<file path="src/rtl/systolic_pkg.sv">
// rtl/systolic_pkg.sv - shared defaults, derived widths and sequencer state encoding
package systolic_pkg;

  localparam int DEF_ARRAY_SIZE = 4;
  localparam int DEF_DATA_W     = 8;
  localparam int DEF_ACC_W      = 8;
  localparam int DEF_MAC_LAT    = 4;
  localparam int DEF_ROWS_W     = 8;

  localparam int DEF_VEC_W = DEF_ARRAY_SIZE * DEF_DATA_W;
  localparam int DEF_WGT_W = DEF_ARRAY_SIZE * DEF_ARRAY_SIZE * DEF_DATA_W;
  localparam int DEF_RES_W = DEF_ARRAY_SIZE * DEF_ACC_W;

  typedef enum logic [2:0] {
    ST_IDLE  = 3'd0,
    ST_LOAD  = 3'd1,
    ST_FEED  = 3'd2,
    ST_DRAIN = 3'd3,
    ST_DONE  = 3'd4
  } seq_state_e;

endpackage

</file>
<file path="src/rtl/systolic_seq_ctrl_if.sv">
// rtl/systolic_seq_ctrl_if.sv - activation input stream and aligned result stream
interface systolic_seq_ctrl_if
  import systolic_pkg::*;
#(
  parameter int VEC_W = DEF_VEC_W,
  parameter int RES_W = DEF_RES_W
);

  logic             act_valid;
  logic             act_ready;
  logic [VEC_W-1:0] act_data;
  logic             res_valid;
  logic [RES_W-1:0] res_data;
  logic             res_last;

  modport master (
    output act_valid, act_data,
    input  act_ready, res_valid, res_data, res_last
  );

  modport slave (
    input  act_valid, act_data,
    output act_ready, res_valid, res_data, res_last
  );

endinterface

</file>
<file path="src/rtl/lane_delay.sv">
// rtl/lane_delay.sv - fixed-depth register delay line with synchronous clear
module lane_delay #(
  parameter int WIDTH = 8,
  parameter int DEPTH = 1
) (
  input  logic             clk,
  input  logic             clear,
  input  logic [WIDTH-1:0] din,
  output logic [WIDTH-1:0] dout
);

  if (DEPTH == 0) begin : g_pass
    logic unused_ctrl;
    assign unused_ctrl = clk ^ clear;
    assign dout        = din;
  end else begin : g_pipe
    logic [WIDTH-1:0] stage [DEPTH];

    always_ff @(posedge clk) begin
      if (clear) begin
        for (int k = 0; k < DEPTH; k++) stage[k] <= '0;
      end else begin
        stage[0] <= din;
        for (int k = 1; k < DEPTH; k++) stage[k] <= stage[k-1];
      end
    end

    assign dout = stage[DEPTH-1];
  end

endmodule

</file>
<file path="src/rtl/systolic_seq_ctrl.sv">
// rtl/systolic_seq_ctrl.sv - skews activation vectors into a systolic array and
// de-skews its column outputs into one aligned result per accepted vector
module systolic_seq_ctrl
  import systolic_pkg::*;
#(
  parameter int ARRAY_SIZE = DEF_ARRAY_SIZE,
  parameter int DATA_W     = DEF_DATA_W,
  parameter int ACC_W      = DEF_ACC_W,
  parameter int MAC_LAT    = DEF_MAC_LAT,
  parameter int ROWS_W     = DEF_ROWS_W
) (
  input  logic                                   clk,
  input  logic                                   reset,
  input  logic                                   start,
  input  logic [ROWS_W-1:0]                      cfg_rows,
  input  logic [ARRAY_SIZE*ARRAY_SIZE*DATA_W-1:0] cfg_weight,
  output logic                                   busy,
  output logic                                   done,
  systolic_seq_ctrl_if.slave                     io,
  output logic [ARRAY_SIZE*DATA_W-1:0]           sa_datain,
  output logic [ARRAY_SIZE*ARRAY_SIZE*DATA_W-1:0] sa_weightin,
  input  logic [ARRAY_SIZE*ACC_W-1:0]            sa_macout
);

  localparam int VW     = ARRAY_SIZE * DATA_W;
  localparam int WW     = ARRAY_SIZE * ARRAY_SIZE * DATA_W;
  localparam int RW     = ARRAY_SIZE * ACC_W;
  localparam int PIPE_D = MAC_LAT + ARRAY_SIZE;
  localparam logic [ROWS_W-1:0] ROWS_ONE = ROWS_W'(1);

  seq_state_e        state_q, state_d;
  logic [ROWS_W-1:0] n_rows, acc_cnt, res_cnt, last_idx;
  logic [WW-1:0]     weight_q;
  logic [VW-1:0]     launch_q;
  logic [PIPE_D-1:0] vpipe;
  logic              res_valid_q;
  logic [RW-1:0]     res_data_q;
  logic [RW-1:0]     aligned;
  logic              act_ready, accept, res_last, take_job;

  assign accept   = io.act_valid && act_ready;
  assign take_job = (state_q == ST_IDLE) && start && (cfg_rows != '0);
  assign last_idx = n_rows - ROWS_ONE;
  assign res_last = res_valid_q && (res_cnt == last_idx);

  always_comb begin
    state_d   = state_q;
    busy      = (state_q != ST_IDLE);
    done      = 1'b0;
    act_ready = 1'b0;
    case (state_q)
      ST_IDLE: begin
        if (start) state_d = (cfg_rows != '0) ? ST_LOAD : ST_DONE;
      end
      ST_LOAD: state_d = ST_FEED;
      ST_FEED: begin
        act_ready = 1'b1;
        if (io.act_valid && (acc_cnt == last_idx)) state_d = ST_DRAIN;
      end
      ST_DRAIN: begin
        if (res_last) state_d = ST_DONE;
      end
      ST_DONE: begin
        done    = 1'b1;
        state_d = ST_IDLE;
      end
      default: state_d = ST_IDLE;
    endcase
  end

  always_ff @(posedge clk) begin
    if (reset) begin
      state_q     <= ST_IDLE;
      n_rows      <= '0;
      acc_cnt     <= '0;
      res_cnt     <= '0;
      weight_q    <= '0;
      launch_q    <= '0;
      vpipe       <= '0;
      res_valid_q <= 1'b0;
      res_data_q  <= '0;
    end else begin
      state_q <= state_d;
      if (accept)      acc_cnt <= acc_cnt + ROWS_ONE;
      if (res_valid_q) res_cnt <= res_cnt + ROWS_ONE;
      if (take_job) begin
        weight_q <= cfg_weight;
        n_rows   <= cfg_rows;
        acc_cnt  <= '0;
        res_cnt  <= '0;
      end
      // Lane 0 launches straight from this register; bubbles launch zeros.
      launch_q    <= accept ? io.act_data : '0;
      vpipe       <= {vpipe[PIPE_D-2:0], accept};
      res_valid_q <= vpipe[PIPE_D-1];
      if (vpipe[PIPE_D-1]) res_data_q <= aligned;
    end
  end

  for (genvar i = 0; i < ARRAY_SIZE; i++) begin : g_skew
    lane_delay #(.WIDTH(DATA_W), .DEPTH(i)) u_skew (
      .clk   (clk),
      .clear (reset),
      .din   (launch_q[DATA_W*i +: DATA_W]),
      .dout  (sa_datain[DATA_W*i +: DATA_W])
    );
  end

  // Column j arrives j cycles after column 0; delaying it by the complement lines all up.
  for (genvar j = 0; j < ARRAY_SIZE; j++) begin : g_deskew
    lane_delay #(.WIDTH(ACC_W), .DEPTH(ARRAY_SIZE-1-j)) u_deskew (
      .clk   (clk),
      .clear (reset),
      .din   (sa_macout[ACC_W*j +: ACC_W]),
      .dout  (aligned[ACC_W*j +: ACC_W])
    );
  end

  assign sa_weightin  = weight_q;
  assign io.act_ready = act_ready;
  assign io.res_valid = res_valid_q;
  assign io.res_data  = res_data_q;
  assign io.res_last  = res_last;

endmodule

</file>
<file path="src/flat_wrapper.sv">
// flat-port wrapper written by rule: the top's interface ports become plain ports
module systolic_seq_ctrl_flat import systolic_pkg::*;
#(
  parameter int ARRAY_SIZE = DEF_ARRAY_SIZE,
  parameter int DATA_W     = DEF_DATA_W,
  parameter int ACC_W      = DEF_ACC_W,
  parameter int MAC_LAT    = DEF_MAC_LAT,
  parameter int ROWS_W     = DEF_ROWS_W
)
  (clk, reset, start, cfg_rows, cfg_weight, busy, done, sa_datain, sa_weightin, sa_macout, io_act_valid, io_act_data, io_act_ready, io_res_valid, io_res_data, io_res_last);
  systolic_seq_ctrl_if io_i ();
  input  logic clk;
  input  logic reset;
  input  logic start;
  input  logic [ROWS_W-1:0] cfg_rows;
  input  logic [ARRAY_SIZE*ARRAY_SIZE*DATA_W-1:0] cfg_weight;
  output logic busy;
  output logic done;
  output logic [ARRAY_SIZE*DATA_W-1:0] sa_datain;
  output logic [ARRAY_SIZE*ARRAY_SIZE*DATA_W-1:0] sa_weightin;
  input  logic [ARRAY_SIZE*ACC_W-1:0] sa_macout;
  input wire logic [$bits(io_i.act_valid)-1:0] io_act_valid;
  input wire logic [$bits(io_i.act_data)-1:0] io_act_data;
  output wire logic [$bits(io_i.act_ready)-1:0] io_act_ready;
  output wire logic [$bits(io_i.res_valid)-1:0] io_res_valid;
  output wire logic [$bits(io_i.res_data)-1:0] io_res_data;
  output wire logic [$bits(io_i.res_last)-1:0] io_res_last;
  assign io_i.act_valid = io_act_valid;
  assign io_i.act_data = io_act_data;
  assign io_act_ready = io_i.act_ready;
  assign io_res_valid = io_i.res_valid;
  assign io_res_data = io_i.res_data;
  assign io_res_last = io_i.res_last;
  systolic_seq_ctrl #(.ARRAY_SIZE(ARRAY_SIZE), .DATA_W(DATA_W), .ACC_W(ACC_W), .MAC_LAT(MAC_LAT), .ROWS_W(ROWS_W)) u_core (.clk(clk), .reset(reset), .start(start), .cfg_rows(cfg_rows), .cfg_weight(cfg_weight), .busy(busy), .done(done), .io(io_i), .sa_datain(sa_datain), .sa_weightin(sa_weightin), .sa_macout(sa_macout));
endmodule
</file>
<file path="config.mk">
export PLATFORM = sky130hd
export DESIGN_NAME = systolic_seq_ctrl_flat
export DESIGN_NICKNAME = d
export VERILOG_FILES = /design/src/rtl/systolic_pkg.sv /design/src/rtl/systolic_seq_ctrl_if.sv /design/src/rtl/lane_delay.sv /design/src/rtl/systolic_seq_ctrl.sv /design/src/flat_wrapper.sv
export SDC_FILE = /design/constraint.sdc
export NUM_CORES = 1
export LEC_CHECK = 0
export CAP_MARGIN = 25
export CORE_MARGIN = 2
export CORE_UTILIZATION = 48
export CTS_BUF_LIST = sky130_fd_sc_hd__clkbuf_4 sky130_fd_sc_hd__clkbuf_8 sky130_fd_sc_hd__clkbuf_16
export DETAILED_ROUTE_END_ITERATION = 10
export PLACE_DENSITY = 0.95
export SYNTH_ARGS = -nofsm -noshare
export SYNTH_HDL_FRONTEND = slang
export SYNTH_SLANG_ARGS = --single-unit
</file>
<file path="constraint.sdc">
create_clock -name clk -period 4.5 [get_ports clk]
set_input_delay 0.675 -clock clk [delete_from_list [all_inputs] [get_ports clk]]
set_output_delay 0.675 -clock clk [all_outputs]
set_load 0.01 [all_outputs]
</file>
# Yosys cells after proc, flatten, opt, wreduce, memory -nomap -nowiden
# Memory sizes are Yosys's and may differ from the RTL's. A register that Yosys moved wholly into a read port is not among the register bits.
# Cells that the tools add are included.
# word_totals
output_inout_bits	197
in_bits	204
regBits	228
mem_bits_ro	0
ram_bits	96
latchBits	0
word_cells	75
memories	6
# memory_table
memory	depth	word_bits	rd	rd_clocked_by_memory_dff	wr	line_no	text
u_core.g_deskew[0].u_deskew.g_pipe.stage	3	8	3	1	3	lane_delay.sv:17	logic [WIDTH-1:0] stage [DEPTH];
u_core.g_skew[3].u_skew.g_pipe.stage	3	8	3	0	3	lane_delay.sv:17	
u_core.g_deskew[1].u_deskew.g_pipe.stage	2	8	2	1	2	lane_delay.sv:17	
u_core.g_skew[2].u_skew.g_pipe.stage	2	8	2	0	2	lane_delay.sv:17	
u_core.g_deskew[2].u_deskew.g_pipe.stage	1	8	1	1	1	lane_delay.sv:17	
u_core.g_skew[1].u_skew.g_pipe.stage	1	8	1	0	1	lane_delay.sv:17	
# op_classes
n_shift	0
n_mux	24
mul	0
n_div	0
n_bitwise	11
add_sub_neg	3
eq_ne	9
magnitude_cmp	0
n_reduce_logical	13
# ops
cell	n
$mux 8	12
$add 8x1->8 const B	2
$eq 8x8->1	2
$reduce_or 8->1	2
$mux 3	4
$pmux 3 s4	1
$or 1x1->1	10
$reduce_bool 8->1	1
$sub 8x1->8 const B	1
$mux 1	7
$eq 3x2->1 const B	2
$logic_and 1x1->1	5
$ne 2x2->1 const B	2
$reduce_or 2->1	2
$eq 3x1->1 const B	1
$eq 3x3->1 const B	1
$logic_not 3->1	1
$reduce_and 3->1	1
$reduce_bool 3->1	1
$ne 2x1->1 const B	1
$not 1->1	1

# Depth between registers and ports, before layout
# depth
word_depth	5
mapped_depth	9
mapped_depth_nobuf	8

# By module
# Synthesis repeated with hierarchy kept, for this count alone.
# unflattened
hier_cells	1186
hier_area_um2	11239.5
# by_module_without_submodules
mod	area_per_inst_um2	seq_area_each_um2	n_inst	cells_per_inst
systolic_seq_ctrl	8144.1	4564.4	1	940
lane_delay (u_core.g_deskew[0].u_deskew ...)	753.2	480.5	2	58
lane_delay (u_core.g_deskew[1].u_deskew ...)	524.3	320.3	2	41
lane_delay (u_core.g_deskew[2].u_deskew ...)	210.2	160.2	2	16
lane_delay (u_core.g_deskew[3].u_deskew ...)	60.1	0.0	2	8

# Worst setup path after synthesis
# No wires, ideal clock.
# synth_path
path_type	register -> output
from	register u_core.n_rows[0]
to	output port io_res_last
required_time_ns	3.825
arrival_time_ns	2.002
n_path_buf	1
stages_incl_launch_ff	9
path_slack_ns	1.823
cell_sequence	dfxtp_1 > buf_6 > inv_1 > ha_1 > xor2_1 > xor2_1 > or4_1 > a2111o_1 > nor2_1
# synth_via
elab_chain_cells	3
# synth_lines
item	line_no	text
start, declared	systolic_seq_ctrl.sv:32	logic [ROWS_W-1:0] n_rows, acc_cnt, res_cnt, last_idx;
start signal, assigned	systolic_seq_ctrl.sv:88	n_rows <= cfg_rows;
$sub 8x1->8	systolic_seq_ctrl.sv:43	assign last_idx = n_rows - ROWS_ONE;
$eq 8x8->1	systolic_seq_ctrl.sv:44	assign res_last = res_valid_q && (res_cnt == last_idx);
$logic_and 1x1->1	systolic_seq_ctrl.sv:44	
end, declared	flat_wrapper.sv:27	output wire logic [$bits(io_i.res_last)-1:0] io_res_last;
# Every way passes these cells.

# Worst setup path after layout
# Same ends and word-level chain as after synthesis.

==> run metrics <==
NetSw=1.490 mW; sequential share of power=0.481; Tot GR Track Use=0.2389; clk slew on worst S/H paths=0.06 ns; total power=6.360 mW; Final setup viols=0; hold_sp=u_core.launch_q[20]; Layout Nets=1,718; CTS tree=done; fraction of layout cells with a size suffix above 1=0.04637; number of synthesized register bits=324; Netlist cell types=41; final setup skew=0.01128 ns; Worst Hold End=u_core.g_skew[2].u_skew.g_pipe.stage[0][4]; CP Cell Sequence=inv_1 > ha_1 > xor2_1 > xor2_1 > or4_1 > a2111o_1 > nor2_1 > clkdlybuf4s50_1; Worst slew margin=0.3523; wire per inst=16.50 µm; Total Routed Length=29.89 mm; minimum clock period=4.010 ns; RSZ-0062 raised after global routing=false; vias in the first global route=9,197; worst skew pair latency=0.56 ns; die area=23,810 µm²; Most used DFF post-synth=dfxtp_1; HPWL after detailed placement=20.78 mm; Die Ht=154.3 µm; die width=154.3 µm; Congestion Overflow GR=0; metal3 WL=2.343 mm; Power Internal=4.870 mW; crit-path max FO=6; crit path DAT=3.33 ns; Initial DRC Count=463; r2r worst-path depth=5; reg2reg end=u_core.sa_weightin[63]; hold crit path type=flop to flop; clock sinks=324; peak supply drop=0.3537 mV; number of max-cap violations=0; first-pass GRT wire length=46.06 mm; final hold vios=0; CTS root buf=clkbuf_16; CP max stage cell=clkdlybuf4s50_1; CTS Buffer Depth=3; pin count of the biggest net entering global routing=106; row cnt=54; nature of the critical path endpoint=primary output; leakage=5.930 nW; Clock Power Share=0.394; Logic pwr share=0.124; Top Layer Used=met4; cts repair resizes=0; commonest non-fill, non-tap cells in the layout=clkdlybuf4s50_1, dfxtp_1, nand2_1; synthesized instance count=1,162; initial core utilization=0.4923; postcts setup bufs=0; initial antenna violation count=1; met2 wire length=15.62 mm; EDFF count, synth=0; CP Launch Type=flop; gpl congestion=0.8548; Max Fclk=249.4 MHz; TritonCTS buffer count=31; Vias=9,017; Synth Cell Area=10,840 µm²; delay-heaviest family, CP=buffers and inverters; WP buf/inv=2; PortBufs=400; commonest non-fill, non-tap cell in the layout=clkdlybuf4s50_1; Syn Nets=1,369; worst reg2reg startpoint=u_core.state_q[0]; Synth Area per Inst=9.332 µm²; setup tns final=0 ns; CORE AREA=22,030 µm²; drt via density=4.976; H-tree Lvls=1; area delta synth->final=46.32%; routed length on met1=10.71 mm; YS warnings=0; hold_buf cts=0; final core occ=0.7204; DRC viols=0; Max stage delay on crit path=0.59 ns; share of the synthesized area in the top cell type=0.5981; most used cell along the critical path=xor2_1; post-synthesis sequential area ratio=0.5981; WHS Path Cells=1; worst path required time=3.83 ns; first-pass iteration count of the detailed router=4; # IOs=401; Post-synth ARST share=0; worst setup path category=flop to primary output; Synth area leader=dfxtp_1; Final Cycle Share=0.8910; Post-DRT Antenna Nets=0; Slew @ Worst Pin=0.9716 ns; R2R Setup Slk=1.86 ns; status=completed; Slew Viols, Final=0; Area contributors post-synth=dfxtp_1, nand2_1, a21oi_1; Net Sw Frac=0.2343; PwrDens=400.8 nW/µm²
## cells by family after synthesis
family | share of synthesized area
mux | 0.03138
buf+inv | 0.04142
simple gates | 0.2234
xor+xnor | 0.02561
flops | 0.5981
compound gates | 0.07661
fa+ha+maj | 0.003462
## area by class of cell
cell class,instances,area [µm²]
inverters,4,15.01
fillers,1449,6158
clock buffers,46,913.4
clock inverters,7,77.57
diodes,1,2.502
well taps,280,350.3
flip-flops and latches,324,6487
multi-input cells,742,3929
repair buffers,408,4093
## flip-flops by register name, summed over array words and instances (netlist names)
| signal | cells |
|---|---|
| u_core.n_rows | 8 |
| u_core.g_deskew.u_deskew.g_pipe.stage | 48 |
| u_core.io.res_valid | 1 |
| u_core.io.res_data | 32 |
| u_core.vpipe | 8 |
| u_core.res_cnt | 8 |
| u_core.acc_cnt | 8 |
| u_core.g_skew.u_skew.g_pipe.stage | 48 |
| u_core.launch_q | 32 |
| u_core.state_q | 3 |
| u_core.sa_weightin | 128 |
## through the flow
step / setup slack (ns) / cells / hold slack (ns) / instance area, µm²
finish: 0.4903 / 1812 / 0.4324 / 15870
global route: 0.3503 / 1812 / 0.4439 / 15870
CTS: 0.4494 / 1810 / 0.4323 / 15850
detailed placement: 1.044 / 1757 / 0.4204 / 14850
global placement: 1.166 / 1757 / 0.4154 / 14850
floorplan: 1.823 / 1162 / 0.4138 / 10840
## layer usage
layer | vias up | global-route usage
met3 | 84 | 0.06304
met1 | 4163 | 0.2474
li1 | 4391 | -
met4 | 0 | 0.1027
met2 | 379 | 0.4533
met5 | - | 0
## power by group through the flow
| stage | logic (mW) | clock network [mW] | registers, mW |
|---|---|---|---|
| after detailed placement | 0.784 | 0 | 3.12 |
| after floorplan | 0.314 | 0 | 3.15 |
| final | 0.792 | 2.51 | 3.06 |
| after global routing | 0.851 | 2.66 | 3.07 |
| after global placement | 0.762 | 0 | 3.11 |
| after CTS | 0.793 | 2.56 | 3.06 |
## worst reg2reg max path: stages (launching register included)
cell	delay (ns)
dfxtp_1	0.40
nor3_1	0.46
and3_4	0.85
buf_4	0.51
nand2_1	0.14
a21oi_1	0.19
## cell usage after synthesis (7+ instances only)
cell type  instances
nand2_1          279
mux2i_1           34
and2_1            35
a21oi_1          141
nand2b_1           7
nor2b_1          106
dfxtp_1          324
buf_2             11
buf_4             16
xor2_1            19
clkbuf_1          61
nor2_1            56
nand3_1            7
xnor2_1           10
## worst max-delay path by stage
stage,start,to,slack [ns],cells past startpoint
2_1_floorplan,u_core.n_rows[0],io_res_last,1.82,8
3_3_place_gp,u_core.n_rows[0],io_res_last,1.17,8
3_5_place_dp,u_core.n_rows[0],io_res_last,1.04,8
4_1_cts,u_core.n_rows[0],io_res_last,0.45,8
5_1_grt,u_core.n_rows[0],io_res_last,0.35,8
6_report,u_core.n_rows[0],io_res_last,0.49,8
No activity file was read; power rests on OpenSTA's default activity.
